**src/rtl/serial_transceiver_fifo_if.sv**
```systemverilog
// Bus bundle for serial_transceiver_fifo: core word bus, serial link pins,
// loopback control, status flags and FIFO occupancy.
interface serial_transceiver_fifo_if #(
  parameter int BANDWIDTH  = 1,
  parameter int WORD_SIZE  = 8,
  parameter int BUFFER_OUT = 4,
  parameter int BUFFER_IN  = 4
);
  localparam int LVL_OUT_W = $clog2(BUFFER_OUT + 1);
  localparam int LVL_IN_W  = $clog2(BUFFER_IN + 1);

  logic                 adv_send;
  logic [WORD_SIZE-1:0] send;
  logic                 send_buff_ready;
  logic                 adv_recv;
  logic [WORD_SIZE-1:0] recv;
  logic                 recv_buff_ready;
  logic [BANDWIDTH-1:0] tx;
  logic                 tx_valid;
  logic                 tx_start;
  logic [BANDWIDTH-1:0] rx;
  logic                 rx_valid;
  logic                 rx_start;
  logic                 loopback;
  logic                 rx_overflow;
  logic                 rx_frame_err;
  logic [LVL_OUT_W-1:0] tx_level;
  logic [LVL_IN_W-1:0]  rx_level;

  modport master (
    output adv_send, send, adv_recv, rx, rx_valid, rx_start, loopback,
    input  send_buff_ready, recv, recv_buff_ready, tx, tx_valid, tx_start,
           rx_overflow, rx_frame_err, tx_level, rx_level
  );

  modport slave (
    input  adv_send, send, adv_recv, rx, rx_valid, rx_start, loopback,
    output send_buff_ready, recv, recv_buff_ready, tx, tx_valid, tx_start,
           rx_overflow, rx_frame_err, tx_level, rx_level
  );
endinterface

```
**src/rtl/serial_transceiver_fifo.sv**
```systemverilog
// Full-duplex serial transceiver: word TX FIFO feeding a gap-free LSB-first
// serialiser, and a framed deserialiser feeding a show-ahead RX FIFO, with
// internal loopback and sticky overflow / framing error flags.
module serial_transceiver_fifo #(
  parameter int BANDWIDTH  = 1,
  parameter int WORD_SIZE  = 8,
  parameter int BUFFER_OUT = 4,
  parameter int BUFFER_IN  = 4
) (
  input logic                      clock,
  input logic                      reset,
  serial_transceiver_fifo_if.slave bus
);
  localparam int BEATS     = WORD_SIZE / BANDWIDTH;
  localparam int LVL_OUT_W = $clog2(BUFFER_OUT + 1);
  localparam int LVL_IN_W  = $clog2(BUFFER_IN + 1);
  localparam int TXP_W     = (BUFFER_OUT > 1) ? $clog2(BUFFER_OUT) : 1;
  localparam int RXP_W     = (BUFFER_IN > 1) ? $clog2(BUFFER_IN) : 1;
  localparam int BEAT_W    = (BEATS > 1) ? $clog2(BEATS) : 1;

  generate
    if ((WORD_SIZE % BANDWIDTH) != 0) begin : g_badWidth
      $error("serial_transceiver_fifo: WORD_SIZE must be a multiple of BANDWIDTH");
    end
  endgenerate

  typedef enum logic {TX_IDLE, TX_SHIFT} txState_t;

  // TX side state
  logic [WORD_SIZE-1:0] r_txMem [BUFFER_OUT];
  logic [TXP_W-1:0]     r_txWr, r_txRd;
  logic [LVL_OUT_W-1:0] r_txLevel;
  txState_t             r_txState, w_txStateNext;
  logic [WORD_SIZE-1:0] r_txShift;
  logic [BEAT_W-1:0]    r_txBeat;
  logic [BANDWIDTH-1:0] r_tx;
  logic                 r_txValid, r_txStart;

  // RX side state
  logic [WORD_SIZE-1:0] r_rxMem [BUFFER_IN];
  logic [RXP_W-1:0]     r_rxWr, r_rxRd;
  logic [LVL_IN_W-1:0]  r_rxLevel;
  logic [BEAT_W-1:0]    r_rxIdx;
  logic [WORD_SIZE-1:0] r_rxWord;
  logic                 r_rxOverflow, r_rxFrameErr;

  logic                 w_txNotFull, w_txNotEmpty, w_txPush, w_txPop, w_txLastBeat;
  logic [WORD_SIZE-1:0] w_txHead;
  logic [BANDWIDTH-1:0] w_srcData;
  logic                 w_srcValid, w_srcStart;
  logic [BEAT_W-1:0]    w_capIdx;
  logic [WORD_SIZE-1:0] w_rxAssembled;
  logic                 w_rxDone, w_rxFull, w_rxPop, w_rxPush, w_rxDrop;

  function automatic logic [TXP_W-1:0] txPtrNext(input logic [TXP_W-1:0] p);
    return (p == TXP_W'(BUFFER_OUT - 1)) ? '0 : p + 1'b1;
  endfunction

  function automatic logic [RXP_W-1:0] rxPtrNext(input logic [RXP_W-1:0] p);
    return (p == RXP_W'(BUFFER_IN - 1)) ? '0 : p + 1'b1;
  endfunction

  // ---------------- TX path ----------------
  assign w_txNotFull  = (r_txLevel < LVL_OUT_W'(BUFFER_OUT));
  assign w_txNotEmpty = (r_txLevel != '0);
  assign w_txHead     = r_txMem[r_txRd];
  assign w_txPush     = reset && bus.adv_send && w_txNotFull;
  assign w_txLastBeat = (r_txState == TX_SHIFT) && (r_txBeat == BEAT_W'(BEATS - 1));
  assign w_txPop      = reset && w_txNotEmpty && ((r_txState == TX_IDLE) || w_txLastBeat);

  // Store accepted words at the TX tail
  always_ff @(posedge clock) begin
    if (w_txPush) r_txMem[r_txWr] <= bus.send;
  end

  // TX pointers and occupancy (word in the shift register is not counted)
  always_ff @(posedge clock) begin
    if (!reset) begin
      r_txWr    <= '0;
      r_txRd    <= '0;
      r_txLevel <= '0;
    end else begin
      if (w_txPush) r_txWr <= txPtrNext(r_txWr);
      if (w_txPop)  r_txRd <= txPtrNext(r_txRd);
      r_txLevel <= r_txLevel + LVL_OUT_W'(w_txPush) - LVL_OUT_W'(w_txPop);
    end
  end

  // Serialiser state register
  always_ff @(posedge clock) begin
    if (!reset) r_txState <= TX_IDLE;
    else        r_txState <= w_txStateNext;
  end

  // Serialiser next state: reloading on the last beat keeps the stream gap-free
  always_comb begin
    w_txStateNext = r_txState;
    case (r_txState)
      TX_IDLE:  if (w_txPop) w_txStateNext = TX_SHIFT;
      TX_SHIFT: if (w_txLastBeat && !w_txNotEmpty) w_txStateNext = TX_IDLE;
      default:  w_txStateNext = TX_IDLE;
    endcase
  end

  // Serialiser datapath: registered beat output, LSB-first shifting
  always_ff @(posedge clock) begin
    if (!reset) begin
      r_txShift <= '0;
      r_txBeat  <= '0;
      r_tx      <= '0;
      r_txValid <= 1'b0;
      r_txStart <= 1'b0;
    end else if (w_txPop) begin
      r_tx      <= w_txHead[BANDWIDTH-1:0];
      r_txShift <= w_txHead >> BANDWIDTH;
      r_txBeat  <= '0;
      r_txValid <= 1'b1;
      r_txStart <= 1'b1;
    end else if (r_txState == TX_SHIFT) begin
      if (w_txLastBeat) begin
        r_tx      <= '0;
        r_txValid <= 1'b0;
        r_txStart <= 1'b0;
      end else begin
        r_tx      <= r_txShift[BANDWIDTH-1:0];
        r_txShift <= r_txShift >> BANDWIDTH;
        r_txBeat  <= r_txBeat + 1'b1;
        r_txStart <= 1'b0;
      end
    end
  end

  // ---------------- RX path ----------------
  assign w_srcData  = bus.loopback ? r_tx      : bus.rx;
  assign w_srcValid = bus.loopback ? r_txValid : bus.rx_valid;
  assign w_srcStart = bus.loopback ? r_txStart : bus.rx_start;
  assign w_capIdx   = w_srcStart ? '0 : r_rxIdx;
  assign w_rxDone   = reset && w_srcValid && (w_capIdx == BEAT_W'(BEATS - 1));
  assign w_rxFull   = (r_rxLevel == LVL_IN_W'(BUFFER_IN));
  assign w_rxPop    = reset && bus.adv_recv && (r_rxLevel != '0);
  assign w_rxPush   = w_rxDone && (!w_rxFull || w_rxPop);
  assign w_rxDrop   = w_rxDone && w_rxFull && !w_rxPop;

  // Partial word with the incoming beat dropped into its slot
  always_comb begin
    w_rxAssembled = r_rxWord;
    w_rxAssembled[int'(w_capIdx)*BANDWIDTH +: BANDWIDTH] = w_srcData;
  end

  // Deserialiser: beat index, partial word and sticky error flags
  always_ff @(posedge clock) begin
    if (!reset) begin
      r_rxIdx      <= '0;
      r_rxWord     <= '0;
      r_rxOverflow <= 1'b0;
      r_rxFrameErr <= 1'b0;
    end else begin
      if (w_srcValid) begin
        r_rxWord <= w_rxAssembled;
        r_rxIdx  <= w_rxDone ? '0 : w_capIdx + 1'b1;
        if (w_srcStart && (r_rxIdx != '0)) r_rxFrameErr <= 1'b1;
      end
      if (w_rxDrop) r_rxOverflow <= 1'b1;
    end
  end

  // Store completed words at the RX tail
  always_ff @(posedge clock) begin
    if (w_rxPush) r_rxMem[r_rxWr] <= w_rxAssembled;
  end

  // RX pointers and occupancy
  always_ff @(posedge clock) begin
    if (!reset) begin
      r_rxWr    <= '0;
      r_rxRd    <= '0;
      r_rxLevel <= '0;
    end else begin
      if (w_rxPush) r_rxWr <= rxPtrNext(r_rxWr);
      if (w_rxPop)  r_rxRd <= rxPtrNext(r_rxRd);
      r_rxLevel <= r_rxLevel + LVL_IN_W'(w_rxPush) - LVL_IN_W'(w_rxPop);
    end
  end

  assign bus.send_buff_ready = w_txNotFull;
  assign bus.recv            = r_rxMem[r_rxRd];
  assign bus.recv_buff_ready = (r_rxLevel != '0);
  assign bus.tx              = r_tx;
  assign bus.tx_valid        = r_txValid;
  assign bus.tx_start        = r_txStart;
  assign bus.rx_overflow     = r_rxOverflow;
  assign bus.rx_frame_err    = r_rxFrameErr;
  assign bus.tx_level        = r_txLevel;
  assign bus.rx_level        = r_rxLevel;
endmodule

```
**src/flat_wrapper.sv**
```systemverilog
// flat-port wrapper written by rule: the top's interface ports become plain ports
module serial_transceiver_fifo_flat 
#(
  parameter int BANDWIDTH  = 1,
  parameter int WORD_SIZE  = 8,
  parameter int BUFFER_OUT = 4,
  parameter int BUFFER_IN  = 4
)
  (clock, reset, bus_adv_send, bus_send, bus_adv_recv, bus_rx, bus_rx_valid, bus_rx_start, bus_loopback, bus_send_buff_ready, bus_recv, bus_recv_buff_ready, bus_tx, bus_tx_valid, bus_tx_start, bus_rx_overflow, bus_rx_frame_err, bus_tx_level, bus_rx_level);
  serial_transceiver_fifo_if #(.BANDWIDTH(BANDWIDTH), .WORD_SIZE(WORD_SIZE), .BUFFER_OUT(BUFFER_OUT), .BUFFER_IN(BUFFER_IN)) bus_i ();
  input logic clock;
  input logic reset;
  input wire logic [$bits(bus_i.adv_send)-1:0] bus_adv_send;
  input wire logic [$bits(bus_i.send)-1:0] bus_send;
  input wire logic [$bits(bus_i.adv_recv)-1:0] bus_adv_recv;
  input wire logic [$bits(bus_i.rx)-1:0] bus_rx;
  input wire logic [$bits(bus_i.rx_valid)-1:0] bus_rx_valid;
  input wire logic [$bits(bus_i.rx_start)-1:0] bus_rx_start;
  input wire logic [$bits(bus_i.loopback)-1:0] bus_loopback;
  output wire logic [$bits(bus_i.send_buff_ready)-1:0] bus_send_buff_ready;
  output wire logic [$bits(bus_i.recv)-1:0] bus_recv;
  output wire logic [$bits(bus_i.recv_buff_ready)-1:0] bus_recv_buff_ready;
  output wire logic [$bits(bus_i.tx)-1:0] bus_tx;
  output wire logic [$bits(bus_i.tx_valid)-1:0] bus_tx_valid;
  output wire logic [$bits(bus_i.tx_start)-1:0] bus_tx_start;
  output wire logic [$bits(bus_i.rx_overflow)-1:0] bus_rx_overflow;
  output wire logic [$bits(bus_i.rx_frame_err)-1:0] bus_rx_frame_err;
  output wire logic [$bits(bus_i.tx_level)-1:0] bus_tx_level;
  output wire logic [$bits(bus_i.rx_level)-1:0] bus_rx_level;
  assign bus_i.adv_send = bus_adv_send;
  assign bus_i.send = bus_send;
  assign bus_i.adv_recv = bus_adv_recv;
  assign bus_i.rx = bus_rx;
  assign bus_i.rx_valid = bus_rx_valid;
  assign bus_i.rx_start = bus_rx_start;
  assign bus_i.loopback = bus_loopback;
  assign bus_send_buff_ready = bus_i.send_buff_ready;
  assign bus_recv = bus_i.recv;
  assign bus_recv_buff_ready = bus_i.recv_buff_ready;
  assign bus_tx = bus_i.tx;
  assign bus_tx_valid = bus_i.tx_valid;
  assign bus_tx_start = bus_i.tx_start;
  assign bus_rx_overflow = bus_i.rx_overflow;
  assign bus_rx_frame_err = bus_i.rx_frame_err;
  assign bus_tx_level = bus_i.tx_level;
  assign bus_rx_level = bus_i.rx_level;
  serial_transceiver_fifo #(.BANDWIDTH(BANDWIDTH), .WORD_SIZE(WORD_SIZE), .BUFFER_OUT(BUFFER_OUT), .BUFFER_IN(BUFFER_IN)) u_core (.clock(clock), .reset(reset), .bus(bus_i));
endmodule
```
**config.mk**
```make
export PLATFORM = sky130hd
export DESIGN_NAME = serial_transceiver_fifo_flat
export DESIGN_NICKNAME = d
export VERILOG_FILES = /design/src/rtl/serial_transceiver_fifo_if.sv /design/src/rtl/serial_transceiver_fifo.sv /design/src/flat_wrapper.sv
export SDC_FILE = /design/constraint.sdc
export NUM_CORES = 1
export LEC_CHECK = 0
export ABC_AREA = 1
export CORE_MARGIN = 2
export CORE_UTILIZATION = 60
export CTS_CLUSTER_DIAMETER = 150
export DETAILED_ROUTE_END_ITERATION = 12
export PLACE_DENSITY_LB_ADDON = 0.3
export SYNTH_ARGS = -nofsm -noshare
export SYNTH_HDL_FRONTEND = slang
export SYNTH_SLANG_ARGS = --single-unit
```
**constraint.sdc**
```tcl
create_clock -name clock -period 8 [get_ports clock]
set_clock_uncertainty 0.15 [all_clocks]
set_input_delay 1.6 -clock clock [delete_from_list [all_inputs] [get_ports clock]]
set_output_delay 1.6 -clock clock [all_outputs]
set_load 0.005 [all_outputs]
```
==> flow_metrics.env <==
export IMPL_outcome="complete, no violations"
export IMPL_clock_sinks=109
export IMPL_p_switching_mw=0.507
export IMPL_async_flop_share_pct=0
export IMPL_p_clk_share_pct=21.3
export IMPL_drc=0
export IMPL_yosysMostFrequentCell="nand2_1"
export IMPL_setup_slack_ps=3810
export IMPL_synth_main_ff_cell="edfxtp_1"
export IMPL_path_class="primary input to flip-flop"
export IMPL_crit_fanout=30
export IMPL_worstHoldPathCells=2
export IMPL_top_layer="met4"
export IMPL_rsz0062_at_grt="no"
export IMPL_drtPass1Iterations=5
export IMPL_netlist_area_sq_um=4770
export IMPL_synth_area_top_cells="edfxtp_1, dfxtp_1, nand2_1"
export IMPL_cts_buffers=9
export IMPL_layout_min_cycle_time_ps=4190
export IMPL_dpl_hpwl_um=6110
export IMPL_fin_util_pct=69.6
export IMPL_worstSetupStartpoint="reset"
export IMPL_crit_path_max_incr_delay_ps=460
export IMPL_reg2reg_depth=12
export IMPL_vias_per_cell=5.36
export IMPL_grt_pass1_vias=3256
export IMPL_maxCapViolations=0
export IMPL_ant_nets=0
export IMPL_wl_um=8660
export IMPL_worstReg2RegStart="u_core.r_txBeat[0]$_SDFFE_PP0P_"
export IMPL_ys_ff_latch=109
export IMPL_synth_top_cell_area_share_pct=40.3
export IMPL_peakVddDrop_mv=0.206
export IMPL_pwr_share_comb_pct=29.0
export IMPL_worstMarginPinSlew_ps=765
export IMPL_grt_pass1_wl_um=14800
export IMPL_root_buffer="clkbuf_8"
export IMPL_syn2layout_area_growth_pct=12.7
export IMPL_cts_resized_gates=0
export IMPL_dpl_cell_count=623
export IMPL_arrival_ps=4310
export IMPL_die_area_sq_um=8680
export IMPL_fin_cells=639
export IMPL_htreeDepth=3
export IMPL_hold_buffers=0
export IMPL_finalSetupViolCount=0
export IMPL_drive_above_1_share_pct=4.84
export IMPL_worstPathRequired_ps=8110
export IMPL_wl_per_cell_um=13.6
export IMPL_clock_fmax_ghz=0.239
export IMPL_powerDensity_nw_per_um2=275
export IMPL_path_delay_family="buffers and inverters"
export IMPL_start_kind="primary input"
export IMPL_reg2reg_slack_ps=5150
export IMPL_clk_latency_ps=380
export IMPL_cts_tree="done"
export IMPL_pre_cts_slack_ps=3410
export IMPL_path_buf_inv=4
export IMPL_hp_class="flip-flop to flip-flop"
export IMPL_m1WireLength_um=3570
export IMPL_timing_final_crit_share_pct=52.4
export IMPL_die_h_um=93.2
export IMPL_cp_cell_sequence="clkdlybuf4s50_1 -> buf_4 -> nand2_1 -> nor2_2 -> ha_1 -> inv_1 -> ha_1 -> inv_1 -> fa_1 -> xor2_1 -> o21ai_0 -> a21oi_1"
export IMPL_ios=37
export IMPL_wl_met3_um=443
export IMPL_post_cts_setup_buffers=0
export IMPL_syn_num_nets=536
export IMPL_dieWidth_um=93.2
export IMPL_grt_max_degree=31
export IMPL_p_int_mw=0.974
export IMPL_r2r_end="u_core.bus.tx_level[2]$_SDFF_PN0_"
export IMPL_seqPwrFrac_pct=49.7
export IMPL_diodes=0
export IMPL_synth_common_cells="nand2_1, nor2_1, edfxtp_1, inv_1, o21ai_0"
export IMPL_synth_edff_count=64
export IMPL_row_count=32
export IMPL_core_area_sq_um=7730
export IMPL_antenna_found_initial=0
export IMPL_yosysSeqAreaShare_pct=59.2
export IMPL_clk_pin_slew_ps=100
export IMPL_setup_tns_final_ps=0
export IMPL_hold_viol_final=0
export IMPL_cts_path_max_buffers=2
export IMPL_dr_wl_met2_um=4520
export IMPL_fillers=570
export IMPL_cp_end_kind="flip-flop"
export IMPL_slew_viol_final=0
export IMPL_fin_nets=569
export IMPL_ys_types=32
export IMPL_yosysTopAreaCell="edfxtp_1"
export IMPL_syn_inst=499
export IMPL_path_depth=12
export IMPL_gp_congestion=0.846
export IMPL_via_count=3424
export IMPL_p_sw_share_pct=34.2
export IMPL_grtUsageTotal_pct=21.9
export IMPL_yosysWarnings=0
export IMPL_gr_total_overflow=0
export IMPL_crit_path_end="u_core.bus.tx_level[2]$_SDFF_PN0_"
export IMPL_power_leakage_nw=2.14
export IMPL_crit_slowest_cell="clkdlybuf4s50_1"
export IMPL_io_buffers=36
export IMPL_start_util_pct=61.8
export IMPL_syn_avg_cell_area_sq_um=9.56
export IMPL_drt_iter0_drc=175
export IMPL_maxSlewHeadroom_pct=48.8
power by group through the flow:
stage                     Combinational, mW  Clock (mW)  Sequential [mW]
after global routing                  0.494       0.346            0.746
after detailed placement              0.431           0            0.748
final                                 0.430       0.315            0.735
after CTS                             0.435       0.323            0.736
after floorplan                       0.297           0            0.723
after global placement                0.416           0            0.745
cells by family after synthesis:
family / after synthesis / synth area share (%)
xor+xnor: 3 / 0.551
compound gates: 90 / 10.1
fa+ha+maj: 21 / 5.82
simple gates: 196 / 17.7
buf+inv: 80 / 6.71
flops: 109 / 59.2
sequential cells by signal (all words and copies together), names as in the netlist, 2 cells and up, named ones only:
name and cells:
u_core.r_rxMem 32, u_core.r_txMem 32, u_core.r_rxWord 8, u_core.r_txShift 7, u_core.bus.rx_level 3, u_core.bus.tx_level 3, u_core.r_rxIdx 3, u_core.r_txBeat 3
u_core.r_rxRd 2, u_core.r_rxWr 2, u_core.r_txRd 2, u_core.r_txWr 2
layout make-up:
class	instances	area [sq um]	share of cell area [%]
clock inverter	7	65.1	1.21
tap	102	128	2.37
timing repair buffer	37	368	6.84
sequential	109	2820	52.5
clock buffer	9	124	2.30
inverter	65	244	4.53
multi-input combinational	310	1630	30.3
worst min-delay path, cell delays in order (launching register included):
cell and delay, ps:
dfxtp_1 320, nand2_1 50, nand2_1 50
layout by cell type, fill, tap and decap left out, drive strengths merged:
| master | instances |
|---|---|
| nand3 | 27 |
| nand2 | 88 |
| clkinvlp | 1 |
| nor3 | 2 |
| o21ai | 51 |
| a31oi | 5 |
| nand4 | 4 |
| inv | 69 |
| o21bai | 2 |
| xnor2 | 1 |
| o31ai | 1 |
| nand3b | 3 |
| o211a | 1 |
| dfxtp | 45 |
| nor2 | 72 |
| o22ai | 10 |
| clkdlybuf4s50 | 36 |
| edfxtp | 64 |
| clkinv | 2 |
| ha | 19 |
| fa | 2 |
| xor2 | 2 |
| clkbuf | 9 |
| buf | 1 |
| a21oi | 20 |
routing by layer:
| metal | vias up | global-route usage (%) |
|---|---|---|
| met1 | 1610 | 27.1 |
| met4 | 0 | 5.64 |
| li1 | 1720 | - |
| met3 | 11 | 5.96 |
| met2 | 83 | 38.3 |
| met5 | - | 0 |
worst min path at each step:
| stage | to | slack [ps] | startpoint |
|---|---|---|---|
| after detailed placement | u_core.bus.rx_frame_err$_SDFFE_PN0P_ | 290 | u_core.bus.rx_frame_err$_SDFFE_PN0P_ |
| after floorplan | u_core.bus.rx_frame_err$_SDFFE_PN0P_ | 290 | u_core.bus.rx_frame_err$_SDFFE_PN0P_ |
| after global placement | u_core.bus.rx_frame_err$_SDFFE_PN0P_ | 280 | u_core.bus.rx_frame_err$_SDFFE_PN0P_ |
| after CTS | u_core.bus.rx_frame_err$_SDFFE_PN0P_ | 300 | u_core.bus.rx_frame_err$_SDFFE_PN0P_ |
| final | u_core.bus.rx_frame_err$_SDFFE_PN0P_ | 300 | u_core.bus.rx_frame_err$_SDFFE_PN0P_ |
| after global routing | u_core.bus.rx_frame_err$_SDFFE_PN0P_ | 320 | u_core.bus.rx_frame_err$_SDFFE_PN0P_ |
through the flow:
stage	hold WS (ps)	power [mW]	instance area, sq um
5_1_grt	316	1.59	5380
3_3_place_gp	285	1.16	5190
6_report	303	1.48	5380
4_1_cts	302	1.49	5380
3_5_place_dp	288	1.18	5190
2_1_floorplan	289	1.02	4770
Note: power is estimated with default switching activity, not from simulation.
